$ cat config.mk
export PLATFORM = sky130hd
export DESIGN_NAME = rt_req_issuer_flat
export DESIGN_NICKNAME = d
export VERILOG_FILES = /design/src/rtl/rt_req_issuer_if.sv /design/src/rtl/rt_req_issuer.sv /design/src/flat_wrapper.sv
export SDC_FILE = /design/constraint.sdc
export NUM_CORES = 1
export LEC_CHECK = 0
export ABC_AREA = 0
export CORE_MARGIN = 1.5
export CORE_UTILIZATION = 30
export CTS_CLUSTER_DIAMETER = 200
export DETAILED_ROUTE_END_ITERATION = 12
export GPL_ROUTABILITY_DRIVEN = 0
export MAX_ROUTING_LAYER = met4
export PLACE_DENSITY = 0.53
export SYNTH_ARGS = -nofsm -noshare
export SYNTH_HDL_FRONTEND = slang
export SYNTH_SLANG_ARGS = --single-unit
$ cat constraint.sdc
create_clock -name clk -period 3.52 [get_ports clk]
set_clock_uncertainty 0.15 [all_clocks]
set_input_delay 0.704 -clock clk [delete_from_list [all_inputs] [get_ports clk]]
set_output_delay 0.704 -clock clk [all_outputs]
set_load 0.01 [all_outputs]
$ cat src/rtl/rt_req_issuer_if.sv
// rtl/rt_req_issuer_if.sv - request, bank and response signal bundle for rt_req_issuer
interface rt_req_issuer_if #(
    parameter int DATA_W    = 64,
    parameter int NUM_BANKS = 4
);
    logic                        req_valid;
    logic                        req_ready;
    logic                        req_is_write;
    logic [6:0]                  req_reg_id;
    logic [4:0]                  req_queue_id;
    logic [DATA_W-1:0]           req_wdata;

    logic [NUM_BANKS-1:0]        bank_read_req;
    logic [NUM_BANKS-1:0]        bank_write_req;
    logic [6:0]                  bank_reg_id;
    logic [4:0]                  bank_queue_id;
    logic [DATA_W-1:0]           bank_write_data;
    logic [NUM_BANKS*DATA_W-1:0] bank_read_data;
    logic [NUM_BANKS-1:0]        bank_ack;
    logic [NUM_BANKS-1:0]        bank_alignment_err;

    logic                        resp_valid;
    logic                        resp_ready;
    logic [4:0]                  resp_queue_id;
    logic                        resp_is_write;
    logic [DATA_W-1:0]           resp_data;
    logic                        resp_err;
    logic                        resp_timeout;
    logic                        busy;

    modport master (
        input  req_valid, req_is_write, req_reg_id, req_queue_id, req_wdata,
        output req_ready,
        output bank_read_req, bank_write_req, bank_reg_id, bank_queue_id, bank_write_data,
        input  bank_read_data, bank_ack, bank_alignment_err,
        output resp_valid, resp_queue_id, resp_is_write, resp_data, resp_err, resp_timeout,
        input  resp_ready,
        output busy
    );

    modport slave (
        output req_valid, req_is_write, req_reg_id, req_queue_id, req_wdata,
        input  req_ready,
        input  bank_read_req, bank_write_req, bank_reg_id, bank_queue_id, bank_write_data,
        output bank_read_data, bank_ack, bank_alignment_err,
        input  resp_valid, resp_queue_id, resp_is_write, resp_data, resp_err, resp_timeout,
        output resp_ready,
        input  busy
    );
endinterface

$ cat src/rtl/rt_req_issuer.sv
// rtl/rt_req_issuer.sv - register-bank request issuer: FIFO, one outstanding request, bank select by reg_id % NUM_BANKS
// Optional: RT_ALIGN_PRECHECK_EN rejects misaligned requests in IDLE without touching a bank.
module rt_req_issuer #(
    parameter int DATA_W      = 64,
    parameter int NUM_BANKS   = 4,
    parameter int FIFO_DEPTH  = 4,
    parameter int ACK_TIMEOUT = 15
) (
    input  logic            clk,
    input  logic            rst_n,
    rt_req_issuer_if.master bus
);
    localparam int AW = $clog2(FIFO_DEPTH);
    localparam int BW = $clog2(NUM_BANKS);
    localparam int CW = $clog2(ACK_TIMEOUT + 1);
    localparam logic [CW-1:0] CNT_LAST = CW'(ACK_TIMEOUT - 1);
    localparam logic [CW-1:0] CNT_MAX  = CW'(ACK_TIMEOUT);

    typedef enum logic [1:0] {S_IDLE, S_ISSUE, S_WAIT, S_RESP} state_t;

    typedef struct packed {
        logic              is_write;
        logic [6:0]        reg_id;
        logic [4:0]        queue_id;
        logic [DATA_W-1:0] wdata;
    } entry_t;

    state_t            r_state;
    state_t            w_state_nx;
    entry_t            r_fifo [FIFO_DEPTH];
    logic [AW:0]       r_wr_ptr;
    logic [AW:0]       r_rd_ptr;
    entry_t            r_cap;
    logic [CW-1:0]     r_cnt;
    logic [4:0]        r_resp_queue_id;
    logic              r_resp_is_write;
    logic [DATA_W-1:0] r_resp_data;
    logic              r_resp_err;
    logic              r_resp_timeout;

    logic              w_full;
    logic              w_empty;
    logic              w_push;
    logic              w_pop;
    entry_t            w_head;
    logic [BW-1:0]     w_bank;
    logic              w_ack;
    logic              w_aerr;
    logic [DATA_W-1:0] w_rdata;

    // Extra pointer bit distinguishes full from empty when the indices match.
    assign w_full  = (r_wr_ptr[AW] != r_rd_ptr[AW]) && (r_wr_ptr[AW-1:0] == r_rd_ptr[AW-1:0]);
    assign w_empty = (r_wr_ptr == r_rd_ptr);
    assign w_push  = bus.req_valid && !w_full;
    assign w_pop   = (r_state == S_IDLE) && !w_empty;
    assign w_head  = r_fifo[r_rd_ptr[AW-1:0]];

    assign w_bank  = r_cap.reg_id[BW-1:0];
    assign w_ack   = bus.bank_ack[w_bank];
    assign w_aerr  = bus.bank_alignment_err[w_bank];
    assign w_rdata = bus.bank_read_data[int'(w_bank) * DATA_W +: DATA_W];

`ifdef RT_ALIGN_PRECHECK_EN
    logic w_head_legal;
    assign w_head_legal = (w_head.queue_id[2:0] == {1'b0, w_head.reg_id[1:0]});
`endif

    always_ff @(posedge clk) begin
        if (w_push) begin
            r_fifo[r_wr_ptr[AW-1:0]] <= '{is_write: bus.req_is_write, reg_id: bus.req_reg_id,
                                          queue_id: bus.req_queue_id, wdata: bus.req_wdata};
        end
    end

    always_ff @(posedge clk or negedge rst_n) begin
        if (!rst_n) begin
            r_state <= S_IDLE;
        end else begin
            r_state <= w_state_nx;
        end
    end

    always_comb begin
        w_state_nx = r_state;
        case (r_state)
            S_IDLE: begin
                if (!w_empty) begin
`ifdef RT_ALIGN_PRECHECK_EN
                    w_state_nx = w_head_legal ? S_ISSUE : S_RESP;
`else
                    w_state_nx = S_ISSUE;
`endif
                end
            end
            S_ISSUE: w_state_nx = S_WAIT;
            S_WAIT: begin
                if (w_ack || (r_cnt >= CNT_LAST)) begin
                    w_state_nx = S_RESP;
                end
            end
            S_RESP: begin
                if (bus.resp_ready) begin
                    w_state_nx = S_IDLE;
                end
            end
            default: w_state_nx = S_IDLE;
        endcase
    end

    always_ff @(posedge clk or negedge rst_n) begin
        if (!rst_n) begin
            r_wr_ptr        <= '0;
            r_rd_ptr        <= '0;
            r_cap           <= '0;
            r_cnt           <= '0;
            r_resp_queue_id <= '0;
            r_resp_is_write <= 1'b0;
            r_resp_data     <= '0;
            r_resp_err      <= 1'b0;
            r_resp_timeout  <= 1'b0;
        end else begin
            if (w_push) begin
                r_wr_ptr <= r_wr_ptr + 1'b1;
            end
            if (w_pop) begin
                r_rd_ptr <= r_rd_ptr + 1'b1;
                r_cap    <= w_head;
            end
            case (r_state)
`ifdef RT_ALIGN_PRECHECK_EN
                S_IDLE: begin
                    if (w_pop && !w_head_legal) begin
                        r_resp_queue_id <= w_head.queue_id;
                        r_resp_is_write <= w_head.is_write;
                        r_resp_data     <= '0;
                        r_resp_err      <= 1'b1;
                        r_resp_timeout  <= 1'b0;
                    end
                end
`endif
                S_ISSUE: r_cnt <= '0;
                S_WAIT: begin
                    if (w_ack) begin
                        r_resp_queue_id <= r_cap.queue_id;
                        r_resp_is_write <= r_cap.is_write;
                        r_resp_data     <= (!r_cap.is_write && !w_aerr) ? w_rdata : '0;
                        r_resp_err      <= w_aerr;
                        r_resp_timeout  <= 1'b0;
                    end else begin
                        if (r_cnt != CNT_MAX) begin
                            r_cnt <= r_cnt + 1'b1;
                        end
                        if (r_cnt >= CNT_LAST) begin
                            r_resp_queue_id <= r_cap.queue_id;
                            r_resp_is_write <= r_cap.is_write;
                            r_resp_data     <= '0;
                            r_resp_err      <= 1'b1;
                            r_resp_timeout  <= 1'b1;
                        end
                    end
                end
                default: ;
            endcase
        end
    end

    // Strobes and broadcasts exist only in ISSUE; reset drops them through r_state.
    always_comb begin
        bus.bank_read_req   = '0;
        bus.bank_write_req  = '0;
        bus.bank_reg_id     = '0;
        bus.bank_queue_id   = '0;
        bus.bank_write_data = '0;
        bus.resp_valid      = (r_state == S_RESP);
        if (r_state == S_ISSUE) begin
            bus.bank_read_req[w_bank]  = !r_cap.is_write;
            bus.bank_write_req[w_bank] = r_cap.is_write;
            bus.bank_reg_id            = r_cap.reg_id;
            bus.bank_queue_id          = r_cap.queue_id;
            bus.bank_write_data        = r_cap.wdata;
        end
    end

    assign bus.req_ready     = !w_full;
    assign bus.resp_queue_id = r_resp_queue_id;
    assign bus.resp_is_write = r_resp_is_write;
    assign bus.resp_data     = r_resp_data;
    assign bus.resp_err      = r_resp_err;
    assign bus.resp_timeout  = r_resp_timeout;
    assign bus.busy          = !w_empty || (r_state != S_IDLE);
endmodule

$ cat src/flat_wrapper.sv
// flat-port wrapper written by rule: the top's interface ports become plain ports
module rt_req_issuer_flat 
#(
    parameter int DATA_W      = 64,
    parameter int NUM_BANKS   = 4,
    parameter int FIFO_DEPTH  = 4,
    parameter int ACK_TIMEOUT = 15
)
  (clk, rst_n, bus_req_valid, bus_req_is_write, bus_req_reg_id, bus_req_queue_id, bus_req_wdata, bus_req_ready, bus_bank_read_req, bus_bank_write_req, bus_bank_reg_id, bus_bank_queue_id, bus_bank_write_data, bus_bank_read_data, bus_bank_ack, bus_bank_alignment_err, bus_resp_valid, bus_resp_queue_id, bus_resp_is_write, bus_resp_data, bus_resp_err, bus_resp_timeout, bus_resp_ready, bus_busy);
  rt_req_issuer_if #(.DATA_W(DATA_W), .NUM_BANKS(NUM_BANKS)) bus_i ();
  input  logic clk;
  input  logic rst_n;
  input wire logic [$bits(bus_i.req_valid)-1:0] bus_req_valid;
  input wire logic [$bits(bus_i.req_is_write)-1:0] bus_req_is_write;
  input wire logic [$bits(bus_i.req_reg_id)-1:0] bus_req_reg_id;
  input wire logic [$bits(bus_i.req_queue_id)-1:0] bus_req_queue_id;
  input wire logic [$bits(bus_i.req_wdata)-1:0] bus_req_wdata;
  output wire logic [$bits(bus_i.req_ready)-1:0] bus_req_ready;
  output wire logic [$bits(bus_i.bank_read_req)-1:0] bus_bank_read_req;
  output wire logic [$bits(bus_i.bank_write_req)-1:0] bus_bank_write_req;
  output wire logic [$bits(bus_i.bank_reg_id)-1:0] bus_bank_reg_id;
  output wire logic [$bits(bus_i.bank_queue_id)-1:0] bus_bank_queue_id;
  output wire logic [$bits(bus_i.bank_write_data)-1:0] bus_bank_write_data;
  input wire logic [$bits(bus_i.bank_read_data)-1:0] bus_bank_read_data;
  input wire logic [$bits(bus_i.bank_ack)-1:0] bus_bank_ack;
  input wire logic [$bits(bus_i.bank_alignment_err)-1:0] bus_bank_alignment_err;
  output wire logic [$bits(bus_i.resp_valid)-1:0] bus_resp_valid;
  output wire logic [$bits(bus_i.resp_queue_id)-1:0] bus_resp_queue_id;
  output wire logic [$bits(bus_i.resp_is_write)-1:0] bus_resp_is_write;
  output wire logic [$bits(bus_i.resp_data)-1:0] bus_resp_data;
  output wire logic [$bits(bus_i.resp_err)-1:0] bus_resp_err;
  output wire logic [$bits(bus_i.resp_timeout)-1:0] bus_resp_timeout;
  input wire logic [$bits(bus_i.resp_ready)-1:0] bus_resp_ready;
  output wire logic [$bits(bus_i.busy)-1:0] bus_busy;
  assign bus_i.req_valid = bus_req_valid;
  assign bus_i.req_is_write = bus_req_is_write;
  assign bus_i.req_reg_id = bus_req_reg_id;
  assign bus_i.req_queue_id = bus_req_queue_id;
  assign bus_i.req_wdata = bus_req_wdata;
  assign bus_req_ready = bus_i.req_ready;
  assign bus_bank_read_req = bus_i.bank_read_req;
  assign bus_bank_write_req = bus_i.bank_write_req;
  assign bus_bank_reg_id = bus_i.bank_reg_id;
  assign bus_bank_queue_id = bus_i.bank_queue_id;
  assign bus_bank_write_data = bus_i.bank_write_data;
  assign bus_i.bank_read_data = bus_bank_read_data;
  assign bus_i.bank_ack = bus_bank_ack;
  assign bus_i.bank_alignment_err = bus_bank_alignment_err;
  assign bus_resp_valid = bus_i.resp_valid;
  assign bus_resp_queue_id = bus_i.resp_queue_id;
  assign bus_resp_is_write = bus_i.resp_is_write;
  assign bus_resp_data = bus_i.resp_data;
  assign bus_resp_err = bus_i.resp_err;
  assign bus_resp_timeout = bus_i.resp_timeout;
  assign bus_i.resp_ready = bus_resp_ready;
  assign bus_busy = bus_i.busy;
  rt_req_issuer #(.DATA_W(DATA_W), .NUM_BANKS(NUM_BANKS), .FIFO_DEPTH(FIFO_DEPTH), .ACK_TIMEOUT(ACK_TIMEOUT)) u_core (.clk(clk), .rst_n(rst_n), .bus(bus_i));
endmodule
Yosys cells after proc, flatten, opt, wreduce, memory -nomap -nowiden
Memory sizes are Yosys's and may differ from the RTL's. A register that Yosys moved wholly into a read port is not among the register bits. Cells that the tools add are included.

Register bits: 84. Latch bits: 0. Bits in writable memories: 308. Bits in read-only memories: 0. Bits of input ports: 345. Output and inout port bits: 159. Logic and storage cells: 80. Memories kept: 1.

Memory list: u_core.r_fifo (words 4, width 77, rd ports 1, clocked after Yosys merged registers in 1, wr ports 1, RTL line rt_req_issuer.sv:30) `entry_t r_fifo [FIFO_DEPTH];`.

$add $sub $neg: 3. Multipliers: 0. Divide/modulo/power cells: 0. Magnitude comparators: 3. Eq/ne operators: 12. Shift operators: 1. Multiplexer cells: 30. Bitwise logic cells: 2. Reduce and logical (&&, ||, !) cells: 19.

Operators with widths (number): 64-bit 2-to-1 mux (4); 256-bit by 9-bit indexed part select with 64-bit output (1); 4-bit 2-to-1 mux (4); 5-bit 2-to-1 mux (3); 1-bit 2-to-1 mux (10); 4-bit AND (2); 2-bit one-hot mux with 4 select lines (1); 4-bit one-hot mux with 2 select lines (1); 7-bit 2-to-1 mux (1); 3-bit by 1-bit adder with 3-bit output (second input constant) (2); 2-bit 2-to-1 mux (3); 2-bit by 1-bit != test with 1-bit output (second input constant) (3); 3-bit AND reduction (2); 2-bit nonzero test (3); 1-bit logical AND (5); 1-bit zero test (5); 4-bit by 1-bit adder with 4-bit output (second input constant) (1); 1-bit binary-select mux with 2-bit select (2); 2-bit equality test (second input constant) (2); 4-bit >= comparator (second input constant) (1); 2-bit != test (second input constant) (2); 4-bit != test (second input constant) (1); 3-bit equality test (1); 2-bit by 3-bit less-than comparator with 1-bit output (second input constant) (1); 8 further kinds (9).

Depth between registers and ports, before layout
Depth after elaboration: 6. Gate-level depth with buffers: 7. Depth with buffers taken out: 6.

Least setup slack after synthesis
Ideal clock, no wire load.

Path kind: register to register. Start: register u_core.r_rd_ptr[0]. End: memory u_core.r_fifo[3][0] (netlist bit), enable pin. Library setup time: 0.445 ns. Data arrival time: 3.104 ns. Data required time: 2.925 ns. Slack: -0.179 ns. Cell stages (with the launch flop): 6. Buffers on the path: 2. Period minus slack after synthesis: 3.699 ns. Cells stage by stage: dfrtp_1 > buf_2 > buf_4 > xnor2_1 > a31oi_1 > and2_1.

Cells in the longest elaborated chain, start to end: 6.

RTL lines: from (decl) (RTL line rt_req_issuer.sv:32) `logic [AW:0] r_rd_ptr;`; from (signal assigned) (RTL line rt_req_issuer.sv:126) `r_rd_ptr <= r_rd_ptr + 1'b1;`; 2-bit equality test (RTL line rt_req_issuer.sv:52) `assign w_full = (r_wr_ptr[AW] != r_rd_ptr[AW]) && (r_wr_ptr[AW-1:0] == r_rd_ptr[AW-1:0]);`; 1-bit logical AND (RTL line rt_req_issuer.sv:52); 1-bit zero test (RTL line rt_req_issuer.sv:54) `assign w_push = bus.req_valid && !w_full;`; 1-bit logical AND (RTL line rt_req_issuer.sv:54); 1-bit 2-to-1 mux (RTL line rt_req_issuer.sv:69) `if (w_push) begin`; 1-bit 2-to-1 mux (not written as such) (RTL line rt_req_issuer.sv:70) `r_fifo[r_wr_ptr[AW-1:0]] <= '{is_write: bus.req_is_write, reg_id: bus.req_reg_id,`; to (decl) (RTL line rt_req_issuer.sv:30).

Every way passes these cells.

Final worst setup path
Start: register u_core.r_state[1]. End: output bus_bank_write_data[55].

Cells in the longest elaborated chain, start to end: 2.

RTL lines: from (decl) (RTL line rt_req_issuer.sv:28) `state_t r_state;`; from (signal assigned) (RTL line rt_req_issuer.sv:79) `r_state <= w_state_nx;`; 2-bit by 1-bit equality test with 1-bit output (RTL line rt_req_issuer.sv:175) `if (r_state == S_ISSUE) begin`; 64-bit 2-to-1 mux (RTL line rt_req_issuer.sv:175); to (decl) (RTL line flat_wrapper.sv:23) `output wire logic [$bits(bus_i.bank_write_data)-1:0] bus_bank_write_data;`.

Every way passes these cells.

==> results.txt <==
----------------------------------------------------
[Status]
  Outcome ... finished, final reports clean

[STA]
  Max-slew violation count ... 0
  Rel. slew slack ... between 40% and 50%
  Post-route setup TNS ... 0 ps
  Worst slack on hold paths ... roughly 340 ps
  Slew @ Worst Pin ... 798 ps
  Final setup violation count ... 0
  Hold Vio Cnt, Final ... 0
  Time the final worst path needs with I/O delays and setup ... 3320 ps
  Final worst setup slack ... between 200 and 250 ps
  Tcrit/Tclk final ... between 90 and 100%
  Setup repair after global routing missed its margin ... no
  Highest clock frequency the design can meet ... between 300 and 400 MHz

[Floorplanning]
  Number of top-level pins ... slightly above 500
  Std-Cell Core Area ... around 63000 µm²
  Initial standard-cell utilization of the core ... ~30%
  Number of placement rows ... 92
  Total die area ... roughly 66000 µm²
  Chip Height ... 257 µm
  Horizontal die dimension ... roughly 260 µm

[Cells and area]
  Syn-to-layout area delta ... 41.3%
  Fraction of final layout cells sized beyond drive strength 1 ... ~23%
  Total non-filler cell area in the finished layout ... roughly 27000 µm²
  Final net count ... approximately 1900

[Worst setup path]
  Worst setup slack for register-to-register paths ... 650 ps
  Critical Path AT ... roughly 2500 ps
  R2R depth ... 4
  Largest fanout of any net on the critical path ... 40
  Reg2reg start ... u_core.r_rd_ptr[0]
  Capturing point of the worst reg2reg path ... u_core.r_cap[6]
  Category of the worst setup path launch point ... flop
  Critical path capture point type ... output port
  Required @ worst endpoint ... ~2700 ps
  Category of the critical setup timing path ... flop to output port

[Clock network]
  Clk_lat worst skew ... about 600 ps
  CTS tree ... built
  H-Tree Level Count ... 2
  Clock root buffer master ... clkbuf_16
  Num CTS Buffers ... about 50
  Clock transition time at the flip-flop clock pins of the worst setup and hold paths ... about 60 ps
  Number of buffers added for setup after CTS ... 0
  Buffers from clock root to sink, at most ... 3
  Clock Sink Count ... around 470

[GRT]
  M3 GR Usage ... 4.39%
  Initial antenna violation count ... 12
  Total global routing track utilization ... between 10% and 20%
  Total congestion overflow after global routing ... 0
  Fraction of met1 tracks used by global routing ... a little over a fifth
  Vias in the first global route ... 12600
  First-pass GRT wire length ... roughly 88000 µm
  Maximum number of pins on one net before global-route repair ... 70
  GRT Max-Usage Layer ... met2
  Global routing usage on met2 ... about a third

[Logic synthesis]
  Top-area cell type share of the netlist area ... a little under half
  Ys flop type ... edfxtp_1
  Synth Register Bits ... roughly 470
  Synthesis warning total ... 0
  Cell taking the most area after synthesis ... edfxtp_1
  Number of nets produced by synthesis ... 1345
  Number of instances in the synthesized netlist ... roughly 990
  Cell with the most instances after synthesis ... edfxtp_1
  Sequential cell area fraction in the yosys report ... 68.5%
  Number of flops mapped to enable cells by yosys ... roughly 300
  Ys async rst share ... between 30% and 40%
  Cell types with the largest area share after synthesis ... edfxtp_1 (48%), dfrtp_1 (21%), mux4_2 (17%), mux2_2 (4.9%), a22o_1 (2.9%)
  Mean post-synth cell area ... ~20 µm²
  Top cell types by occurrence after synthesis ... edfxtp_1 (308), dfrtp_1 (161), mux4_2 (143)
  Count of distinct cell types in the synthesized netlist ... 35
  Cell area after synthesis ... 19400 µm²

[Place]
  Detailed placement HPWL ... ~43000 µm
  Worst slack at placement ... ~460 ps
  Buffers on Ports ... slightly above 500
  Post-place instance area ... approximately 26000 µm²

[Pwr]
  Areal power density over the cells ... around 850 nW/µm²
  Sw frac ... 32.0%
  Sequential Power Share ... 37.4%
  Switching power ... about 7.5 mW
  Power share of the clock group ... a little under a quarter
  Proportion of power drawn by combinational gates ... 40.0%
  Design internal power ... about 16 mW
  Leakage dissipation ... about 9.8 nW
  Overall power of the completed layout ... about 23 mW
  Worst ir drop on vdd ... just under 0.4 mV

[Route]
  Number of nets with antenna violations after detailed routing ... 0
  Total length of routed wires ... approximately 61000 µm
  DR DRC count ... 0
  Number of vias after detailed routing ... 11500
  First drt pass iteration count ... 4
  Via density ... approximately 4.8
  Initial DRC count ... ~480
  Routed wire per std cell ... about 25 µm

[Worst hold path]
  Worst Hold Depth ... 1
  Hold path endpoint ... u_core.r_rd_ptr[2]
  Type of the worst min-delay path ... flop to flop
  Beginning of the worst hold path ... u_core.r_rd_ptr[2]

[Flow run]
  Max-cap violations ... 0

----------------------------------------------------
[worst max-delay path by stage]
stage,endpoint,start,slack (ps)
6_report,bus_bank_write_data[55],u_core.r_state[1],200
5_1_grt,bus_bank_write_data[55],u_core.r_state[1],20
4_1_cts,bus_busy,u_core.r_rd_ptr[0],80
3_5_place_dp,u_core.bus.resp_data[48],bus_bank_alignment_err[3],460
3_3_place_gp,u_core.bus.resp_data[49],bus_bank_alignment_err[1],540
2_1_floorplan,u_core.r_fifo[3][0],u_core.r_rd_ptr[0],670
[state kept, by name (all words and copies together), names as in the netlist]
register / cells
u_core.bus.resp_timeout: 1
u_core.r_state: 2
u_core.r_rd_ptr: 3
u_core.r_cap: 77
u_core.bus.resp_queue_id: 5
u_core.bus.resp_err: 1
u_core.r_fifo: 308
u_core.r_cnt: 4
u_core.r_wr_ptr: 3
u_core.bus.resp_is_write: 1
u_core.bus.resp_data: 64
[power by group through the flow]
stage          combinational (mW)  sequential (mW)  clock [mW]
2_1_floorplan                5.34             8.54           0
4_1_cts                      9.56             8.75        5.45
5_1_grt                      9.97             8.89        5.65
6_report                     9.30             8.70        5.27
3_3_place_gp                 9.43             8.81           0
3_5_place_dp                 9.48             8.85           0
[worst max-delay path: stages, from the launching register on]
cell and delay (ps):
dfrtp_1 410, inv_1 150, ha_4 250, buf_12 200
and2_1 230, clkdlybuf4s50_1 580
[cells in the final DEF, fill, tap and decap left out, drive strengths merged, types with 3 or more instances in the layout]
master,instances
nor2,11
xor2,5
a31oi,3
nand2b,3
mux4,143
clkinv,22
dfrtp,161
a22o,64
clkbuf,71
xnor2,4
o31ai,3
inv,11
a21oi,5
buf,37
nor3,3
clkdlybuf4s50,502
diode,11
mux2,85
edfxtp,308
ha,12
and2,80
nand2,8
[per-layer routing]
layer / share of wire (%) / wire length (µm) / vias to the layer above
met5: 0 / 0 / -
met1: 38 / 23400 / 6037
met2: 52 / 31800 / 376
met4: 3.7 / 2240 / 0
li1: - / - / 5043
met3: 5.9 / 3630 / 77
[cells by family after synthesis]
kind of cell,Yosys count,share of synthesized area (%)
adder cells (fa/ha/maj),12,0.775
buffers and inverters,76,1.72
XOR/XNOR,9,0.407
AND/OR/NAND/NOR,111,3.34
flip-flops,469,68.5
multiplexers,229,21.6
AO/OA/AOI/OAI,82,3.60
[stage by stage]
stage / instances / util, %
after floorplan: 988 / -
after global placement: 2308 / 40.4
after detailed placement: 2308 / 40.4
after CTS: 2405 / 43.1
after global routing: 2416 / 43.2
final: 2416 / 43.2
[what timing repair did]
| item | in CTS | in global routing |
|---|---|---|
| gates resized for setup | 2 | 1 |
| endpoints found under the hold margin | 34 | 0 |
| endpoints found under the setup margin | 4 | 1 |
| hold buffers | 1 | 0 |
[layout make-up]
type	instances	area, µm²
Antenna cell	11	27.5
Clock buffer	70	1470
Clock inverter	26	218
Fill cell	5690	36000
Inverter	10	37.5
Multi-Input combinational cell	443	5800
Sequential cell	469	13300
Tap cell	846	1060
Timing Repair Buffer	541	5480
No activity file was read; power rests on OpenSTA's default activity.
